===== src/rtl/count_pkg.sv =====
// count_pkg: shared types for the count_step block.
//   mode_e  - counting mode (WRAP, SAT, ONESHOT); encoding 2'b11 is reserved
//   state_e - control state (RUN, DONE)
//   decode_mode - maps the raw 2-bit mode input onto mode_e, reserved -> WRAP
package count_pkg;

    typedef enum logic [1:0] {
        WRAP    = 2'b00,
        SAT     = 2'b01,
        ONESHOT = 2'b10
    } mode_e;

    typedef enum logic {
        RUN  = 1'b0,
        DONE = 1'b1
    } state_e;

    // The reserved encoding folds onto WRAP so the datapath never sees an
    // out-of-enum value.
    function automatic mode_e decode_mode(input logic [1:0] raw);
        mode_e m;
        case (raw)
            2'b01:   m = SAT;
            2'b10:   m = ONESHOT;
            default: m = WRAP;
        endcase
        return m;
    endfunction

endpackage


===== src/rtl/count_step_calc.sv =====
// count_step_calc: purely combinational next-value logic for count_step.
// Ports:
//   count      - current registered count
//   up         - direction, 1 = up, 0 = down
//   step       - unsigned increment
//   mode       - decoded counting mode
//   load_val   - raw load value
//   next_count - count value for an enabled update
//   tc_hit     - the enabled update qualifies for a terminal-count pulse
//   stop       - the enabled update ends a ONESHOT run
//   load_count - load_val clamped to MODULUS-1
module count_step_calc
    import count_pkg::*;
#(
    parameter int unsigned WIDTH   = 4,
    parameter int unsigned STEP_W  = 2,
    parameter int unsigned MODULUS = 2 ** WIDTH
) (
    input  logic [WIDTH-1:0]  count,
    input  logic              up,
    input  logic [STEP_W-1:0] step,
    input  mode_e             mode,
    input  logic [WIDTH-1:0]  load_val,
    output logic [WIDTH-1:0]  next_count,
    output logic              tc_hit,
    output logic              stop,
    output logic [WIDTH-1:0]  load_count
);

    // Wide enough that count+step and count+MODULUS never overflow.
    localparam int unsigned EW = WIDTH + STEP_W + 1;
    localparam logic [EW-1:0] MOD_X = EW'(MODULUS);
    localparam logic [EW-1:0] MAX_X = EW'(MODULUS - 1);

    logic [EW-1:0] cnt_x;
    logic [EW-1:0] step_x;
    logic [EW-1:0] sum_x;
    logic [EW-1:0] diff_x;
    logic [EW-1:0] lim_x;
    logic [EW-1:0] next_x;
    logic [EW-1:0] ld_x;
    logic          ovf;
    logic          unf;
    logic          at_lim;
    logic          reach_lim;
    logic          unused_hi;

    always_comb begin
        cnt_x  = EW'(count);
        step_x = EW'(step);
        sum_x  = cnt_x + step_x;
        // Only used when no underflow, so the modular result is never seen.
        diff_x = cnt_x - step_x;
        ovf    = up & (sum_x >= MOD_X);
        unf    = ~up & (cnt_x < step_x);
        lim_x  = up ? MAX_X : '0;

        unique case (mode)
            SAT, ONESHOT: begin
                if (up) next_x = ovf ? MAX_X : sum_x;
                else    next_x = unf ? '0 : diff_x;
            end
            default: begin
                if (up) next_x = ovf ? (sum_x - MOD_X) : sum_x;
                else    next_x = unf ? (cnt_x + MOD_X - step_x) : diff_x;
            end
        endcase

        at_lim    = (cnt_x == lim_x);
        reach_lim = (next_x == lim_x);

        // SAT only pulses on the transition onto the limit, never while parked
        // there. ONESHOT terminates on any clamp or arrival at the limit; a
        // zero step is a no-op in every mode.
        tc_hit = 1'b0;
        stop   = 1'b0;
        unique case (mode)
            SAT: begin
                tc_hit = reach_lim & ~at_lim;
            end
            ONESHOT: begin
                tc_hit = (step != '0) & (ovf | unf | reach_lim);
                stop   = tc_hit;
            end
            default: begin
                tc_hit = ovf | unf;
            end
        endcase

        next_count = next_x[WIDTH-1:0];

        ld_x       = EW'(load_val);
        if (ld_x > MAX_X) ld_x = MAX_X;
        load_count = ld_x[WIDTH-1:0];
    end

    // Upper bits are always zero by construction.
    assign unused_hi = ^{next_x[EW-1:WIDTH], ld_x[EW-1:WIDTH]};

endmodule


===== src/rtl/count_step.sv =====
// count_step: configurable up/down step counter with WRAP, SAT and ONESHOT
// modes. Holds only the state registers and the RUN/DONE FSM; all next-value
// arithmetic lives in count_step_calc.
// Ports:
//   clk      - clock, rising edge active
//   rst      - asynchronous active-low reset
//   clr      - synchronous clear (highest priority)
//   load     - synchronous load of load_val (clamped to MODULUS-1)
//   load_val - load value
//   en       - count enable
//   up       - direction, 1 = up, 0 = down
//   step     - unsigned increment per enabled cycle, must be < MODULUS
//   mode     - 00 WRAP, 01 SAT, 10 ONESHOT, 11 reserved (WRAP)
//   count    - registered count value
//   tc       - registered one-cycle terminal-count pulse
//   done     - registered, high while stopped in ONESHOT
module count_step
    import count_pkg::*;
#(
    parameter int unsigned WIDTH   = 4,
    parameter int unsigned STEP_W  = 2,
    parameter int unsigned MODULUS = 2 ** WIDTH
) (
    input  logic              clk,
    input  logic              rst,
    input  logic              clr,
    input  logic              load,
    input  logic [WIDTH-1:0]  load_val,
    input  logic              en,
    input  logic              up,
    input  logic [STEP_W-1:0] step,
    input  logic [1:0]        mode,
    output logic [WIDTH-1:0]  count,
    output logic              tc,
    output logic              done
);

    state_e           state_q;
    logic [WIDTH-1:0] count_q;
    logic             tc_q;
    logic             done_q;

    mode_e            mode_dec;
    logic [WIDTH-1:0] next_count;
    logic [WIDTH-1:0] load_count;
    logic             tc_hit;
    logic             stop;

    assign mode_dec = decode_mode(mode);

    count_step_calc #(
        .WIDTH   (WIDTH),
        .STEP_W  (STEP_W),
        .MODULUS (MODULUS)
    ) u_calc (
        .count      (count_q),
        .up         (up),
        .step       (step),
        .mode       (mode_dec),
        .load_val   (load_val),
        .next_count (next_count),
        .tc_hit     (tc_hit),
        .stop       (stop),
        .load_count (load_count)
    );

    always_ff @(posedge clk or negedge rst) begin
        if (!rst) begin
            state_q <= RUN;
            count_q <= '0;
            tc_q    <= 1'b0;
            done_q  <= 1'b0;
        end else if (clr) begin
            state_q <= RUN;
            count_q <= '0;
            tc_q    <= 1'b0;
            done_q  <= 1'b0;
        end else if (load) begin
            state_q <= RUN;
            count_q <= load_count;
            tc_q    <= 1'b0;
            done_q  <= 1'b0;
        end else begin
            // tc is a single-cycle pulse: cleared unless this edge qualifies.
            tc_q <= 1'b0;
            case (state_q)
                RUN: begin
                    if (en) begin
                        count_q <= next_count;
                        tc_q    <= tc_hit;
                        if (stop) begin
                            state_q <= DONE;
                            done_q  <= 1'b1;
                        end
                    end
                end
                default: begin
                    // DONE: all counting inputs ignored until clr or load.
                    done_q <= 1'b1;
                end
            endcase
        end
    end

    assign count = count_q;
    assign tc    = tc_q;
    assign done  = done_q;

    // A step of MODULUS or more has no defined meaning for this counter.
    step_range_a : assert property (
        @(posedge clk) disable iff (!rst) en |-> (32'(step) < MODULUS)
    ) else $error("count_step: step %0d >= MODULUS %0d", step, MODULUS);

endmodule

===== config.mk =====
export PLATFORM = sky130hd
export DESIGN_NAME = count_step
export DESIGN_NICKNAME = d
export VERILOG_FILES = /design/src/rtl/count_pkg.sv /design/src/rtl/count_step_calc.sv /design/src/rtl/count_step.sv
export SDC_FILE = /design/constraint.sdc
export NUM_CORES = 1
export LEC_CHECK = 0
export CORE_UTILIZATION = 40
export DETAILED_ROUTE_END_ITERATION = 8
export PLACE_DENSITY = 0.68
export SYNTH_ARGS = -nofsm -noshare
export SYNTH_HDL_FRONTEND = slang
export SYNTH_SLANG_ARGS = --single-unit
export TNS_END_PERCENT = 30

===== constraint.sdc =====
create_clock -name clk -period 5.88 [get_ports clk]
set_input_delay 1.176 -clock clk [delete_from_list [all_inputs] [get_ports clk]]
set_output_delay 1.176 -clock clk [all_outputs]
set_load 0.01 [all_outputs]

## Word level (Yosys, flattened, before mapping)

Index checks and enable logic that the tools add are counted.

| storage, ports and cells | value |
|---|---|
| word-level logic and storage cells | 62 |
| flip-flop bits (word level) | 7 |
| output and inout port bits | 6 |
| input bits | 14 |

| cells by class | value |
|---|---|
| add/subtract/negate cells | 5 |
| bitwise logic cells | 8 |
| reduce and logical (&&, ||, !) cells | 7 |
| muxes and demuxes | 29 |
| $lt $le $gt $ge | 2 |
| equality and inequality tests | 7 |

Operators with widths:

| cell | count |
|---|---|
| 7-bit 2-to-1 mux | 7 |
| 4-bit 2-to-1 mux | 5 |
| 1-bit 2-to-1 mux | 15 |
| 4-bit nonzero test | 2 |
| 4-bit by 7-bit equality test with 1-bit output | 1 |
| 7-bit equality test | 1 |
| 7-bit by 5-bit greater-or-equal comparator with 1-bit output, second input constant | 1 |
| 7-bit by 2-bit subtractor with 7-bit output | 1 |
| 7-bit by 5-bit subtractor with 7-bit output, second input constant | 1 |
| 4-bit by 5-bit adder with 6-bit output, second input constant | 1 |
| 4-bit by 2-bit adder with 5-bit output | 1 |
| 4-bit by 2-bit subtractor with 5-bit output | 1 |
| 1-bit bitwise AND | 4 |
| 2-bit by 1-bit equality test with 1-bit output, second input constant | 2 |
| 2-bit equality test, second input constant | 2 |
| 4-bit by 2-bit less-than comparator with 1-bit output | 1 |
| 2-bit case mux with 2 select lines | 1 |
| 2-bit AND reduction | 2 |
| 3-bit != test, second input constant | 1 |
| 3-bit nonzero test | 1 |
| 1-bit inverter | 2 |
| 1-bit bitwise OR | 2 |
| 1-bit case mux with 2 select lines | 1 |
| 2-bit nonzero test | 1 |
| 2-bit OR reduction | 1 |

## Logic depth before layout (Yosys ltp)

Gate-level depths: netlist of run 1.

| logic depth | value |
|---|---|
| depth after elaboration | 15 |
| depth in mapped cells | 12 |
| depth with buffers taken out | 12 |

## By module

A second synthesis of run 1 with hierarchy kept.

| unflattened totals | value |
|---|---|
| cells, all modules | 107 |
| area, all modules | 942.2 sq um |

By module, submodules not included:

| module | area an instance (sq um) | cells each | times used |
|---|---|---|---|
| count_step_calc | 566.8 | 78 | 1 |
| count_step | 375.4 | 29 | 1 |

## Worst setup path before layout of run 1

Ideal clock, no wire load.

| path | value |
|---|---|
| path type | input-to-reg |
| start point | input port step[1] |
| end point | register state_q |
| arrival | 2.830 ns |
| buffers on the path | 0 |
| stages on the path | 11 |
| path slack | 2.969 ns |
| cells stage by stage | inv_1 > ha_1 > nand2b_1 > nand3_1 > ha_1 > inv_1 > a211oi_1 > nand3b_1 > o2bb2ai_1 > mux2i_1 > a31oi_1 |

| on the way | value |
|---|---|
| cells in the longest elaborated chain, start to end | 15 |
| elaborated cells between the ends (all ways) | 26 |

Ends and longest elaborated chain:

| item | RTL line | source |
|---|---|---|
| from (decl) | count_step.sv:31 | `input logic [STEP_W-1:0] step,` |
| 4-bit by 2-bit adder with 5-bit output | count_step_calc.sv:51 | `sum_x = cnt_x + step_x;` |
| 7-bit by 5-bit greater-or-equal comparator with 1-bit output | count_step_calc.sv:54 | `ovf = up & (sum_x >= MOD_X);` |
| 1-bit bitwise AND | count_step_calc.sv:54 |  |
| 7-bit 2-to-1 mux, on equally long branches (2 in a row) | count_step_calc.sv:64, count_step_calc.sv:60 |  |
| 7-bit 2-to-1 mux | count_step_calc.sv:58 | `unique case (mode)` |
| 7-bit equality test | count_step_calc.sv:70 | `reach_lim = (next_x == lim_x);` |
| 1-bit bitwise OR | count_step_calc.sv:82 | `tc_hit = (step != '0) & (ovf \| unf \| reach_lim);` |
| 1-bit bitwise AND (*) | count_step_calc.sv:82 |  |
| 1-bit 2-to-1 mux (*) | count_step_calc.sv:77 | `unique case (mode)` |
| 1-bit 2-to-1 mux (*) | count_step.sv:91 | `if (stop) begin` |
| 1-bit 2-to-1 mux (*) | count_step.sv:88 | `if (en) begin` |
| 1-bit 2-to-1 mux (*) | count_step.sv:86 | `case (state_q)` |
| 1-bit 2-to-1 mux (*) | count_step.sv:78 | `end else if (load) begin` |
| 1-bit 2-to-1 mux (*) | count_step.sv:73 | `end else if (clr) begin` |
| to (signal assigned) | count_step.sv:74 | `state_q <= RUN;` |
| to (signal assigned) | count_step.sv:79 | `state_q <= RUN;` |
| to (signal assigned) | count_step.sv:92 | `state_q <= DONE;` |
| to (decl) | count_step.sv:38 | `state_e state_q;` |

Mark *: on every way between the ends. The rest lies on a longest branch, timed or not.
A chain may end at the register's enable or synchronous reset.

## Worst setup path after layout of run 1

| path | value |
|---|---|
| start point | input port step[1] |
| end point | register done_q, in the netlist done |

| on the way | value |
|---|---|
| cells in the longest elaborated chain, start to end | 12 |
| elaborated cells between the ends (all ways) | 23 |

Ends and longest elaborated chain:

| item | RTL line | source |
|---|---|---|
| 4-bit by 2-bit adder with 5-bit output | count_step_calc.sv:51 |  |
| 7-bit by 5-bit greater-or-equal comparator with 1-bit output | count_step_calc.sv:54 |  |
| 1-bit bitwise AND | count_step_calc.sv:54 |  |
| 7-bit 2-to-1 mux, on equally long branches (2 in a row) | count_step_calc.sv:64, count_step_calc.sv:60 |  |
| 7-bit 2-to-1 mux | count_step_calc.sv:58 |  |
| 7-bit equality test | count_step_calc.sv:70 |  |
| 1-bit bitwise OR | count_step_calc.sv:82 |  |
| 1-bit bitwise AND (*) | count_step_calc.sv:82 |  |
| 1-bit 2-to-1 mux (*) | count_step_calc.sv:77 |  |
| 4-bit nonzero test (no line) (*) | -- |  |
| 2-bit AND reduction (no line) (*) | -- |  |
| to (signal assigned) | count_step.sv:72 | `done_q <= 1'b0;` |
| to (signal assigned) | count_step.sv:77 | `done_q <= 1'b0;` |
| to (signal assigned) | count_step.sv:82 | `done_q <= 1'b0;` |
| to (decl) | count_step.sv:41 | `logic done_q;` |

Marked as above.

==> impl_metrics.py, run 1 <==
metrics = {
    "floorplanning": {
        "rows": 15,
        "io-pin-count": 20,
        "fp.dieW_um": 46.43,
        "die_area_mm2": 0.002155,
        "core-area_mm2": 0.001783,
        "start_util_pct": 44.28,
        "die_h_um": 46.43,
    },
    "synth": {
        "synth_common_cells": "inv_1, nand2_1, nor2_1",
        "synth_cells": 94,
        "synth_fp_nets": 117,
        "yosys_warnings": 0,
        "synth-edff-count": 0,
        "dominantRegCellSynth": "dfrtp_1",
        "ys_seq_area_share_pct": 22.19,
        "synth.most_common_cell": "inv_1",
        "synth_seq_cells": 7,
        "synthArstFlopShare_pct": 100.0,
        "synthTopCellsByArea": "dfrtp_1, ha_1, fa_1",
        "avgSynthCellArea_um2": 8.399,
        "yosysUniqueCellTypes": 37,
        "syn-cell-area_um2": 789.5,
        "synth.top_cell.area_share_pct": 22.19,
        "synth_area_leader_cell": "dfrtp_1",
    },
    "clocking": {
        "cts_tree": "built",
        "clock_latency_ns": 0.25,
        "htreeDepth": 1,
        "post_cts_buffers": 0,
        "clockBufferDepth": 2,
        "cts_inserted_buffers": 3,
        "cts_hold_buf": 0,
        "post_cts_resized": 0,
        "cts.sinks": 7,
        "root_buffer": "clkbuf_4",
        "cts.clk_slew.worst_paths_ns": 0.05,
    },
    "job": {
        "maxCapViolCount": 0,
    },
    "critical_path": {
        "cp.arrival_ns": 3.68,
        "cp-start-kind": "primary input",
        "worstPathMaxFanout": 5,
        "cp.required_ns": 6.04,
        "cp-end-kind": "flip-flop",
        "crit_type": "in2reg",
        "ff2ff_path_depth": 12,
    },
    "routing": {
        "drt_first_pass_iters": 4,
        "totalWireLength_mm": 1.831,
        "route.detailed.drc": 0,
        "viasPerCell": 5.518,
        "ant_nets": 0,
        "wl_per_cell_um": 13.36,
        "dr_total_vias": 756,
        "drt_iter0_markers": 21,
    },
    "sta": {
        "slew_viol_final": 0,
        "setup_tns_ns": 0,
        "tightestPinTransition_ns": 0.5532,
        "fin_crit_sh_pct": 59.80,
        "final.setup_skew_ns": 0.002379,
        "hold_violations": 0,
        "fmax_mhz": 284.4,
        "min_period_ns": 3.516,
        "final-setup-viol-count": 0,
        "maxSlewHeadroom_pct": 62.83,
        "rsz0062_at_grt": "no",
    },
    "layout": {
        "syn_to_final_growth_pct": 26.94,
        "num_antenna_cells": 0,
        "finalNetCount": 136,
        "drive_gt1_share_pct": 9.821,
        "fin_cells": 137,
    },
    "global_route": {
        "antenna_found_initial": 0,
        "first_global_vias": 703,
        "grt_max_degree": 12,
        "grt_remaining_overflow": 0,
        "grt_first_pass_wirelength_mm": 3.056,
        "track_usage_pct": 20.21,
    },
    "place": {
        "hpwl_mm": 1.497,
        "placed_cells": 133,
        "port_buffers": 19,
        "gp_congestion": 0.8240,
    },
    "min_path": {
        "hp-class": "reg2reg",
        "min_delay_path_depth": 2,
    },
    "power_and_ir_drop": {
        "peakVddDrop_v": 0.00009355,
        "p_switching_w": 0.00006046,
        "p_sw_share_pct": 34.81,
        "clockPowerShare_pct": 24.3,
        "combPwrFrac_pct": 41.6,
        "power_frac_seq_pct": 34.2,
        "p_per_area_mw_per_mm2": 173.3,
        "power.internal_w": 0.0001132,
        "p_leak_nw": 0.4219,
    },
    "status": {
        "status": "complete, no violations",
    },
}
## layout make-up
type / count / area, um^2
Tap cell: 25 / 31.28
Sequential cell: 7 / 175.2
Multi-Input combinational cell: 73 / 545.5
Inverter: 9 / 33.78
Fill cell: 174 / 780.7
Clock buffer: 4 / 26.28
Timing Repair Buffer: 19 / 190.2
## worst paths after layout
kind                             to  slack, ns     start
min in group asynchronous   state_q       1.17       rst
setup reg to reg               done       3.35  count[0]
hold reg to reg             state_q       0.58   state_q
hold / removal              state_q       0.58   state_q
max in group asynchronous  count[0]       4.49       rst
setup / recovery               done       2.36   step[1]
## per-stage QoR
stage                     setup slack, ns  utilization, %  power (W)  area [um^2]  hold WS [ns]
after detailed placement            2.092           54.74  0.0001321        975.9        0.5719
final                               2.364           56.21  0.0001737         1002        0.5797
after floorplan                     2.969               -  0.0001065        789.5        0.5413
after global routing                2.139           56.21  0.0001870         1002        0.6236
after global placement              2.205           54.74  0.0001310        975.9        0.5676
after CTS                           2.362           56.21  0.0001746         1002        0.5782
## power groups by stage
stage	Sequential (W)	Combinational [W]	Clock [W]
floorplan	0.0000566	0.0000499	0
global placement	0.0000601	0.0000709	0
detailed placement	0.0000603	0.0000718	0
CTS	0.0000596	0.0000721	0.0000429
global route	0.0000601	0.0000799	0.0000470
finish	0.0000593	0.0000722	0.0000422
## worst max-delay path, stage by stage
cell and delay, ns:
clkdlybuf4s50_1 0.56, inv_1 0.12, ha_1 0.36, nand2b_1 0.09, nand3_1 0.16, ha_1 0.33
inv_1 0.03, a211oi_1 0.29, nand3b_1 0.11, o2bb2ai_1 0.14, mux2i_1 0.13, a31oi_1 0.17
## state kept, by name, indices dropped and copies added (netlist names)
name,count
count,4
state_q,1
tc,1
done,1
## layer usage
layer	wire length, um	track usage, %	part of all wire [%]	vias up
li1	-	-	-	372
met1	847	28.78	46	348
met2	881	32.78	48	34
met3	91	2.353	5.0	2
met4	10	3.529	0.55	0
met5	0	0	0	-
## logic make-up (layout without fill, tap and decap cells)
logic type               count (synthesis)  count (layout)  synth area share, %
AO/OA/AOI/OAI                           33              33                32.01
AND/OR/NAND/NOR                         30              30                19.65
buffers and inverters                   14              32                8.714
adder cells (fa/ha/maj)                  9               9                16.16
flip-flops                               7               7                22.19
multiplexers                             1               1                1.268
## cell usage in the layout (no fill, tap or decap)
cell type        count
a22o_2               1
mux2i_1              1
a21oi_1              3
a21o_1               1
nand3b_1             1
nand3_1              2
a41o_2               1
nand2_1              8
o21a_1               2
a21oi_2              1
nand2b_1             3
o221ai_1             1
fa_1                 2
o22ai_2              1
a31oi_1              2
nand4_2              1
o21ai_1              3
a22o_1               2
nor2b_1              1
o21ai_2              1
a2111oi_4            1
and2_1               2
o21ai_0              7
ha_1                 7
o2bb2ai_1            1
nor3_1               3
a211oi_1             2
nor2_1               8
o31ai_1              2
nor3b_2              1
inv_1                9
clkbuf_1             1
clkdlybuf4s50_1     19
dfrtp_1              7
clkbuf_4             3
o32ai_1              1
Note: power is estimated with default switching activity, not from simulation.
==> inputs of run 2 (changes only) <==
clock period = 3.3 ns   (was 5.88 ns; I/O delays follow)
==> run 2 against run 1 <==
  * Total power grew 81%
  * Non-clock buffer count grew 2
  * Cell area grew 1.5%
  * Largest cell class unchanged
  * Highest routed layer is now met3
  * Largest power group unchanged
  * First-iteration DRC count grew 14%
  * Die area is the same
  * Setup slack lost 2.0 ns
  * Count of clock-buffer cells in the layout is the same
==> impl_metrics.py, run 2 (synthesized netlist as in run 1, its figures left out) <==
metrics = {
    "sta": {
        "rsz0062_at_grt": "no",
        "maxSlewHeadroom_pct": 62.40,
        "final.setup_skew_ns": 0.004229,
        "whs_ns": 0.5859,
        "hold_violations": 0,
        "final-setup-viol-count": 0,
        "tightestPinTransition_ns": 0.5597,
        "slew_viol_final": 0,
        "setup_tns_ns": 0,
        "min_period_ns": 2.937,
        "fmax_mhz": 340.5,
        "setup_slack_ns": 0.3629,
        "fin_crit_sh_pct": 89.00,
    },
    "power_and_ir_drop": {
        "p_switching_w": 0.0001111,
        "clockPowerShare_pct": 24.7,
        "power.internal_w": 0.0002037,
        "power_frac_seq_pct": 33.5,
        "p_per_area_mw_per_mm2": 309.4,
        "p_leak_nw": 0.4315,
        "p_sw_share_pct": 35.29,
        "peakVddDrop_v": 0.0001550,
        "combPwrFrac_pct": 41.8,
    },
    "routing": {
        "ant_nets": 0,
        "route.detailed.drc": 0,
        "wl_per_cell_um": 12.99,
        "dr_total_vias": 764,
        "drt_iter0_markers": 24,
        "drt_first_pass_iters": 4,
        "totalWireLength_mm": 1.805,
        "viasPerCell": 5.496,
    },
    "clocking": {
        "cts_inserted_buffers": 3,
        "cts.sinks": 7,
        "post_cts_resized": 0,
        "cts.clk_slew.worst_paths_ns": 0.05,
        "cts_hold_buf": 0,
        "post_cts_buffers": 0,
        "cts_tree": "built",
        "clockBufferDepth": 2,
        "root_buffer": "clkbuf_4",
        "htreeDepth": 1,
        "clock_latency_ns": 0.25,
    },
    "global_route": {
        "grt_remaining_overflow": 0,
        "grt_max_degree": 11,
        "antenna_found_initial": 0,
        "track_usage_pct": 18.29,
        "first_global_vias": 648,
        "grt_first_pass_wirelength_mm": 2.780,
    },
    "floorplanning": {
        "core-area_mm2": 0.001783,
        "io-pin-count": 20,
        "start_util_pct": 44.28,
        "die_area_mm2": 0.002155,
        "fp.dieW_um": 46.43,
        "die_h_um": 46.43,
        "rows": 15,
    },
    "layout": {
        "syn_to_final_growth_pct": 28.84,
        "fin_cells": 139,
        "drive_gt1_share_pct": 11.40,
        "num_antenna_cells": 0,
        "layout_commonest_cell": "clkdlybuf4s50_1",
        "mostFrequentLayoutCells": "clkdlybuf4s50_1, inv_1, nor2_1, nand2_1",
        "largest_reg_flops": 4,
        "fillCellCount": 169,
        "finalNetCount": 138,
    },
    "critical_path": {
        "cp-end-kind": "flip-flop",
        "crit_type": "in2reg",
        "cp-start-kind": "primary input",
        "cp.arrival_ns": 3.11,
        "worstPathMaxFanout": 3,
        "cp.required_ns": 3.47,
    },
    "place": {
        "detailedPlace.worstSlack_ns": 0.1379,
        "port_buffers": 19,
        "placed_cells": 135,
        "hpwl_mm": 1.442,
        "gp_congestion": 0.8487,
    },
    "status": {
        "status": "complete, no violations",
    },
    "min_path": {
        "hp-class": "reg2reg",
    },
    "job": {
        "maxCapViolCount": 0,
    },
}
run 2: layout make-up:
| cell class | count | area (um^2) | share of cell area (%) |
|---|---|---|---|
| Clock buffer | 4 | 26.28 | 2.583 |
| Inverter | 9 | 33.78 | 3.321 |
| Multi-Input combinational cell | 73 | 545.5 | 53.63 |
| Sequential cell | 7 | 175.2 | 17.22 |
| Tap cell | 25 | 31.28 | 3.075 |
| Timing Repair Buffer | 21 | 205.2 | 20.17 |
run 2: path summary, 6_finish.rpt:
check	from	end	slack, ns	cells past startpoint
hold reg to reg	state_q	state_q	0.59	2
hold / removal	state_q	state_q	0.59	2
setup / recovery	step[0]	state_q	0.36	12
setup reg to reg	count[0]	state_q	0.79	12
max in group asynchronous	rst	count[1]	2.42	1
min in group asynchronous	rst	tc	0.65	1
run 2: per-stage QoR:
step / total power [W] / cell area [um^2] / util (%)
finish: 0.0003148 / 1017 / 57.05
global route: 0.0003342 / 1017 / 57.05
CTS: 0.0003148 / 1017 / 57.05
detailed placement: 0.0002366 / 991.0 / 55.58
global placement: 0.0002368 / 991.0 / 55.58
floorplan: 0.0001897 / 789.5 / -
run 2: worst max-delay path: stages:
cell             delay, ns
clkdlybuf4s50_1       0.52
ha_1                  0.18
inv_1                 0.08
fa_1                  0.40
nor3_1                0.18
ha_1                  0.16
inv_1                 0.04
a211oi_1              0.32
nand3b_1              0.12
o2bb2ai_1             0.13
mux2i_1               0.13
a31oi_1               0.18
run 2: power by group through the flow:
stage           Clock, W  Sequential (W)  Combinational, W
2_1_floorplan          0        0.000101         0.0000889
3_3_place_gp           0        0.000107          0.000130
3_5_place_dp           0        0.000107          0.000130
4_1_cts        0.0000786        0.000105          0.000131
5_1_grt        0.0000843        0.000106          0.000144
6_report       0.0000777        0.000105          0.000132
run 2: metal layers:
| layer | global-route usage, % | vias up | share of wire (%) |
|---|---|---|---|
| met2 | 28.89 | 30 | 46 |
| met4 | 1.765 | 0 | 0 |
| met1 | 26.37 | 354 | 48 |
| met3 | 3.529 | 0 | 6.2 |
| met5 | 0 | - | 0 |
| li1 | - | 380 | - |
==> inputs of run 3 (changes only) <==
PLACE_DENSITY = default   (was 0.68)
PLACE_DENSITY_LB_ADDON = 0.12   (was default)
==> run 3 against run 2 <==
  * Fmax rose by 2.4%
  * First-iteration DRC count fell by 67%
  * Sequential share of layout area down 0.13 points
  * Critical endpoint unchanged
  * Sequential cell count unchanged
  * Critical path type unchanged
  * Non-clock buffer count is 1 higher
  * Largest cell class unchanged
  * Core utilization increased by 0.42 points
  * Hold slack gained 0.018 ns
==> impl_metrics.py, run 3 (synthesized netlist as in run 1, its figures left out) <==
metrics = {
    "status": {
        "status": "complete, no violations",
    },
    "layout": {
        "syn_to_final_growth_pct": 29.79,
        "multi_input_area_um2": 545.5,
        "fillCellCount": 175,
        "mostFrequentLayoutCells": "clkdlybuf4s50_1, inv_1, nor2_1, nand2_1",
        "regArea_um2": 175.2,
        "layout_commonest_cell": "clkdlybuf4s50_1",
        "num_antenna_cells": 0,
        "drive_gt1_share_pct": 12.17,
        "finalNetCount": 139,
        "largest_reg_flops": 4,
    },
    "global_route": {
        "grt_remaining_overflow": 0,
        "first_global_vias": 689,
        "grt_first_pass_wirelength_mm": 2.987,
        "antenna_found_initial": 0,
        "grt_max_degree": 11,
        "track_usage_pct": 19.85,
    },
    "sta": {
        "final-setup-viol-count": 0,
        "fmax_mhz": 348.8,
        "setup_slack_ns": 0.4331,
        "min_period_ns": 2.867,
        "final.setup_skew_ns": 0.005349,
        "rsz0062_at_grt": "no",
        "fin_crit_sh_pct": 86.88,
        "slew_viol_final": 0,
        "maxSlewHeadroom_pct": 64.03,
        "tightestPinTransition_ns": 0.5355,
        "hold_violations": 0,
        "setup_tns_ns": 0,
    },
    "critical_path": {
        "cp.arrival_ns": 3.04,
        "cp_slowest_cell": "clkdlybuf4s50_1",
        "crit_type": "in2reg",
        "crit_chain": "clkdlybuf4s50_1, ha_1, inv_1, fa_1, nor3_1, ha_1, inv_1, a211oi_1, nand3b_1, o2bb2ai_1, mux2i_1, a31oi_1",
        "cp.required_ns": 3.47,
        "cp-end-kind": "flip-flop",
        "slowest_delay_ns": 0.51,
        "cp-start-kind": "primary input",
        "worstPathMaxFanout": 3,
    },
    "place": {
        "port_buffers": 19,
        "detailedPlace.worstSlack_ns": 0.1727,
        "gp_congestion": 0.8316,
        "hpwl_mm": 1.469,
    },
    "power_and_ir_drop": {
        "p_per_area_mw_per_mm2": 307.7,
        "peakVddDrop_v": 0.0001769,
        "p_leak_nw": 0.4359,
    },
    "routing": {
        "viasPerCell": 5.336,
        "dr_total_vias": 747,
        "drt_first_pass_iters": 4,
        "drt_iter0_markers": 8,
        "totalWireLength_mm": 1.838,
        "ant_nets": 0,
        "wl_per_cell_um": 13.13,
        "route.detailed.drc": 0,
    },
    "floorplanning": {
        "fp.dieW_um": 46.43,
        "die_h_um": 46.43,
        "rows": 15,
        "io-pin-count": 20,
        "core-area_mm2": 0.001783,
        "die_area_mm2": 0.002155,
        "start_util_pct": 44.28,
    },
    "clocking": {
        "post_cts_buffers": 0,
        "htreeDepth": 1,
        "cts.sinks": 7,
        "clockBufferDepth": 2,
        "cts_hold_buf": 0,
        "clock_latency_ns": 0.25,
        "cts_inserted_buffers": 3,
        "root_buffer": "clkbuf_4",
        "post_cts_resized": 0,
        "cts_tree": "built",
        "cts.clk_slew.worst_paths_ns": 0.05,
    },
    "min_path": {
        "hp-class": "reg2reg",
    },
    "job": {
        "maxCapViolCount": 0,
    },
}
run 3: changes by cell type in the layout (fill, tap and decap cells not counted), sizes merged:
cell and delta:
buf +1
run 3: path summary, 6_finish.rpt:
kind / slack, ns / end / depth (start not counted) / from
worst max register to register: 0.84 / state_q / 12 / count[0]
worst min register to register: 0.60 / state_q / 2 / state_q
min in group asynchronous: 0.66 / state_q / 1 / rst
worst max-delay path: 0.43 / state_q / 12 / step[0]
max in group asynchronous: 2.39 / count[3] / 1 / rst
worst min-delay path: 0.60 / state_q / 2 / state_q
run 3: final cells by class:
class / count / area share (%)
repair buffers: 22 / 20.76
multi-input cells: 73 / 53.24
clock buffers: 4 / 2.564
well taps: 25 / 3.053
inverters: 9 / 3.297
flip-flops and latches: 7 / 17.09
run 3: stage by stage:
step | hold WS [ns] | utilization [%] | cell area [um^2] | cells | power [W]
5_1_grt | 0.6163 | 57.47 | 1025 | 140 | 0.0003375
2_1_floorplan | 0.3644 | - | 789.5 | 94 | 0.0001897
6_report | 0.6040 | 57.47 | 1025 | 140 | 0.0003153
3_5_place_dp | 0.5903 | 56.00 | 998.5 | 136 | 0.0002378
4_1_cts | 0.5974 | 57.47 | 1025 | 140 | 0.0003184
3_3_place_gp | 0.5788 | 56.00 | 998.5 | 136 | 0.0002379
run 3: report_power, final:
part / internal, W / total [W] / switching [W] / leakage, nW
Sequential: 0.0000909 / 0.000105 / 0.0000145 / 0.0945
Combinational: 0.0000681 / 0.000132 / 0.0000637 / 0.326
Clock: 0.0000462 / 0.0000782 / 0.0000320 / 0.0150
Total: 0.000205 / 0.000315 / 0.000110 / 0.436
run 3: layer usage:
layer / global-route usage [%] / vias to the layer above / routed length (um)
met1: 26.97 / 345 / 890
met4: 4.118 / 0 / 10
li1: - / 382 / -
met3: 5.882 / 3 / 70
met2: 30.83 / 17 / 866
met5: 0 / - / 0
run 3: critical path, delay by kind of cell:
kind	cells	cell delay, ns
adder cells (fa/ha/maj)	3	0.73
buffers and inverters	3	0.63
AO/OA/AOI/OAI	3	0.62
AND/OR/NAND/NOR	2	0.27
multiplexers	1	0.13
